### src/rtl/if_stage.sv
// Instruction-fetch stage: PC register, combinational imem fetch and IF/ID pipeline register.
// Optional performance counters are enabled by defining IF_STAGE_PERF_CNT_EN.
module if_stage #(
  parameter logic [31:0] RESET_PC = 32'h0000_0000
) (
  input  logic        clk,
  input  logic        rst,
  output logic [31:0] imem_addr,
  input  logic [31:0] imem_rdata,
  input  logic        stall,
  input  logic        flush,
  input  logic        redirect,
  input  logic [31:0] redirect_pc,
  output logic [31:0] id_instr,
  output logic [31:0] id_pc,
  output logic [31:0] id_pc_plus4,
  output logic        id_valid,
  output logic        misalign_err
`ifdef IF_STAGE_PERF_CNT_EN
  ,
  output logic [31:0] fetch_count,
  output logic [31:0] bubble_count
`endif
);

  logic [31:0] pc_q, pc_d, pc_plus4;
  logic [31:0] id_instr_q, id_instr_d;
  logic [31:0] id_pc_q, id_pc_d;
  logic [31:0] id_pc_plus4_q, id_pc_plus4_d;
  logic        id_valid_q, id_valid_d;
  logic        misalign_q, misalign_d;
  logic        bubble, capture;

  // A redirect outranks stall for the PC; flush or redirect outranks stall for IF/ID.
  always_comb begin
    pc_plus4      = pc_q + 32'd4;
    bubble        = flush | redirect;
    capture       = ~bubble & ~stall;
    pc_d          = pc_q;
    id_instr_d    = id_instr_q;
    id_pc_d       = id_pc_q;
    id_pc_plus4_d = id_pc_plus4_q;
    id_valid_d    = id_valid_q;
    if (redirect) begin
      pc_d = {redirect_pc[31:2], 2'b00};
    end else if (!stall) begin
      pc_d = pc_plus4;
    end
    if (bubble) begin
      id_valid_d = 1'b0;
      id_instr_d = 32'h0;
    end else if (capture) begin
      id_instr_d    = imem_rdata;
      id_pc_d       = pc_q;
      id_pc_plus4_d = pc_plus4;
      id_valid_d    = 1'b1;
    end
    misalign_d = misalign_q | (redirect & (|redirect_pc[1:0]));
  end

  always_ff @(posedge clk or posedge rst) begin
    if (rst) begin
      pc_q          <= RESET_PC;
      id_instr_q    <= 32'h0;
      id_pc_q       <= 32'h0;
      id_pc_plus4_q <= 32'h0;
      id_valid_q    <= 1'b0;
      misalign_q    <= 1'b0;
    end else begin
      pc_q          <= pc_d;
      id_instr_q    <= id_instr_d;
      id_pc_q       <= id_pc_d;
      id_pc_plus4_q <= id_pc_plus4_d;
      id_valid_q    <= id_valid_d;
      misalign_q    <= misalign_d;
    end
  end

  assign imem_addr    = pc_q;
  assign id_instr     = id_instr_q;
  assign id_pc        = id_pc_q;
  assign id_pc_plus4  = id_pc_plus4_q;
  assign id_valid     = id_valid_q;
  assign misalign_err = misalign_q;

`ifdef IF_STAGE_PERF_CNT_EN
  logic [31:0] fetch_cnt_q, fetch_cnt_d;
  logic [31:0] bubble_cnt_q, bubble_cnt_d;

  always_comb begin
    fetch_cnt_d  = fetch_cnt_q + {31'b0, capture};
    bubble_cnt_d = bubble_cnt_q + {31'b0, bubble};
  end

  always_ff @(posedge clk or posedge rst) begin
    if (rst) begin
      fetch_cnt_q  <= 32'h0;
      bubble_cnt_q <= 32'h0;
    end else begin
      fetch_cnt_q  <= fetch_cnt_d;
      bubble_cnt_q <= bubble_cnt_d;
    end
  end

  assign fetch_count  = fetch_cnt_q;
  assign bubble_count = bubble_cnt_q;
`endif

endmodule

### config.mk
export PLATFORM = sky130hd
export DESIGN_NAME = if_stage
export DESIGN_NICKNAME = d
export VERILOG_FILES = /design/src/rtl/if_stage.sv
export SDC_FILE = /design/constraint.sdc
export NUM_CORES = 1
export LEC_CHECK = 0
export ABC_AREA = 1
export CAP_MARGIN = 25
export CELL_PAD_IN_SITES_DETAIL_PLACEMENT = 0
export CELL_PAD_IN_SITES_GLOBAL_PLACEMENT = 1
export CORE_MARGIN = 1
export CORE_UTILIZATION = 34
export CTS_BUF_LIST = sky130_fd_sc_hd__clkbuf_4
export DETAILED_ROUTE_END_ITERATION = 8
export PLACE_DENSITY_LB_ADDON = 0.1
export SLEW_MARGIN = 40
export SYNTH_ARGS = -nofsm -noshare
export SYNTH_HDL_FRONTEND = slang
export SYNTH_SLANG_ARGS = --single-unit
### constraint.sdc
create_clock -name clk -period 5.8 [get_ports clk]
set_input_delay 1.45 -clock clk [delete_from_list [all_inputs] [get_ports clk]]
set_output_delay 1.45 -clock clk [all_outputs]
set_load 0.02 [all_outputs]
==> results.py <==
metrics = {
    "power": {
        "p_sw_uw": 777,
        "power.share.combinational_pct": 24.8,
        "p_int_uw": 1720,
        "seqPwrFrac_pct": 42.2,
        "power_uw": 2500,
        "swShare_pct": 31.1,
        "p_clk_share_pct": 33.0,
        "power.density_mw_per_mm2": 301,
        "ir_drop_v": 0.000115,
        "leakagePower_uw": 0.00398,
    },
    "detailed_routing": {
        "m1WireLength_um": 7780,
        "drt-pass1-iter-count": 6,
        "remaining_drc_errors": 0,
        "vias_per_cell": 4.59,
        "wl_um": 17300,
        "drtAntennaViolNets": 0,
        "vias": 5287,
        "dr.first_iter.drc_count": 274,
        "dr.max_layer_used": "met4",
        "detail_route.wl_per_cell_um": 15.0,
        "wl_met3_um": 1260,
        "dr_wl_met2_um": 8110,
    },
    "worst_setup_path": {
        "reg2reg_slack_ns": 3.94,
        "reg2reg_to": "imem_addr[16]",
        "critPathMaxStageDelay_ns": 0.67,
        "cp_top_family": "buffers and inverters",
        "cp.required_ns": 4.35,
        "crit_type": "flip-flop to output pin",
        "crit_buf_inv": 1,
        "cp.arrival_ns": 1.76,
        "reg2reg_from": "imem_addr[2]",
        "crit_path_max_fanout": 7,
        "cp.depth": 1,
        "setup.worst_path.end_class": "output pin",
        "cpMaxStageDelayCell": "clkdlybuf4s50_1",
        "critPathCapture": "imem_addr[2]",
        "reg2reg_depth": 8,
        "crit_chain": "clkdlybuf4s50_1",
        "crit_path_start_kind": "flip-flop",
        "crit_path_start": "imem_addr[2]",
    },
    "finish": {
        "mostFrequentLayoutCell": "nand2_1",
        "multi_input_area_mm2": 0.00231,
        "drive_gt1_share_pct": 6.97,
        "regArea_mm2": 0.00310,
        "n_fill_cell": 1615,
        "final_cell_mix": "nand2_1, clkdlybuf4s50_1, dfrtp_1",
        "antenna_cells": 0,
        "nets": 989,
        "area_growth_pct": 42.5,
    },
    "global_routing": {
        "antenna_found_initial": 0,
        "grt_util_all_layers_pct": 20.8,
        "grt_first_pass_wirelength_um": 28300,
        "grt_pass1_vias": 5303,
        "grt_max_degree": 96,
        "overflow": 0,
    },
    "worst_hold_path": {
        "hold_class": "flip-flop to flip-flop",
    },
    "timing": {
        "period_minus_slack_ns": 3.21,
        "finalHoldViolations": 0,
        "slew_headroom_pct": 49.7,
        "finClkSkew_ns": 0.0182,
        "worst_slew_pin_slew_ns": 0.752,
        "rsz0062_at_grt": "no",
        "timing.setup.tns_ns": 0,
        "fin_crit_sh_pct": 55.3,
        "final-max-slew-violation-count": 0,
        "max_freq_mhz": 312,
        "setup_viol": 0,
    },
    "floorplan": {
        "die_area_mm2": 0.0176,
        "die_w_um": 133,
        "coreArea_mm2": 0.0166,
        "initial_core_util_pct": 35.0,
        "num_rows": 47,
        "fp.dieH_um": 133,
        "pin_count": 199,
    },
    "clocking": {
        "h-tree-depth": 4,
        "max-clock-path-buffers": 2,
        "cts_tree": "done",
        "post_cts_buffers": 0,
        "numCtsBuffers": 17,
        "clkTransAtPathRegs_ns": 0.10,
        "hold_buffers": 0,
        "cts_root_buf": "clkbuf_4",
        "insertion_delay_ns": 0.55,
        "clkSinkCount": 124,
        "cts_resized": 0,
    },
    "place": {
        "gp_congestion": 0.827,
        "dp_hpwl_um": 12100,
        "port-buffer-count": 192,
    },
    "synth": {
        "synth_simple_gate_area_share_pct": 30.2,
        "synthAdderAreaFrac_pct": 0.215,
        "syn_area_per_cell_um2": 7.92,
        "ys_ff_latch": 124,
        "synth_compound_area_share_pct": 6.58,
        "synth_xor_area_share_pct": 2.24,
        "synth.distinct_cells": 24,
        "netlist_instances": 735,
        "synth_top_family_by_area": "simple AND/OR/NAND/NOR gates",
        "ys_top_cells_by_area": "dfrtp_1, nand2_1, o21ai_0",
        "synth_area_leader_cell": "dfrtp_1",
        "yosysSeqAreaShare_pct": 53.3,
        "synthMuxAreaShare_pct": 0,
        "syn_area_mm2": 0.00582,
        "synth_warnings": 0,
        "synth_top_cell_area_share_pct": 53.3,
    },
    "outcome": {
        "status": "finished, final reports clean",
    },
    "flow_run": {
        "drv_cap": 0,
    },
}
## kinds of logic after synthesis
logic type,Yosys count
simple gates,423
flops,124
buf+inv,100
compound gates,72
xor+xnor,14
fa+ha+maj,1
other cells,1
## sequential cells by signal (all words and copies together), names as in the netlist
name,count
id_pc,30
imem_addr,30
id_pc_plus4,30
id_valid,1
misalign_err,1
id_instr,32
## power by group through the flow
stage | Clock (uW) | Sequential [uW] | Combinational (uW)
finish | 824 | 1050 | 620
global route | 882 | 1070 | 675
CTS | 844 | 1060 | 629
detailed placement | 0 | 1070 | 627
global placement | 0 | 1070 | 621
floorplan | 0 | 1180 | 179
## Yosys cell counts, drive strengths merged
| master | instances |
|---|---|
| nor2 | 41 |
| or2 | 1 |
| conb | 1 |
| buf | 22 |
| ha | 1 |
| clkbuf | 15 |
| nand3 | 46 |
| inv | 63 |
| o21ai | 63 |
| o21bai | 4 |
| xor2 | 14 |
| o211ai | 5 |
| and2 | 3 |
| dfrtp | 124 |
| nand2 | 332 |
## area by class of cell
class                      count  area share (%)
inverter                      63            2.94
clock buffer                  17            1.54
multi-input combinational    516            27.9
clock inverter                15            3.24
tap                          220            3.32
sequential                   124            37.4
timing repair buffer         197            23.7
## worst min-delay path by stage
| stage | start | end | cells past startpoint |
|---|---|---|---|
| 5_1_grt | misalign_err | misalign_err | 2 |
| 3_3_place_gp | misalign_err | misalign_err | 2 |
| 3_5_place_dp | id_pc_plus4[13] | id_pc_plus4[13] | 2 |
| 2_1_floorplan | misalign_err | misalign_err | 2 |
| 4_1_cts | misalign_err | misalign_err | 2 |
| 6_report | id_pc[28] | id_pc[28] | 2 |
## through the flow
step                      hold slack (ns)  utilization [%]  cells  instance area [um^2]  worst slack (ns)
final                               0.492             49.8   1152                  8290              2.59
after global routing                0.520             49.8   1152                  8290              2.43
after CTS                           0.493             49.8   1152                  8290              2.53
after detailed placement            0.464             47.4   1120                  7890              1.92
after global placement              0.452             47.4   1120                  7880              1.87
after floorplan                     0.574                -    740                  5840              1.05
## metal layers
metal  up-vias  track usage [%]
met4         0             5.17
met5         -                0
met2       159             33.1
met1      2495             26.9
met3        13             7.47
li1       2620                -
(Power assumes the default switching activity.)
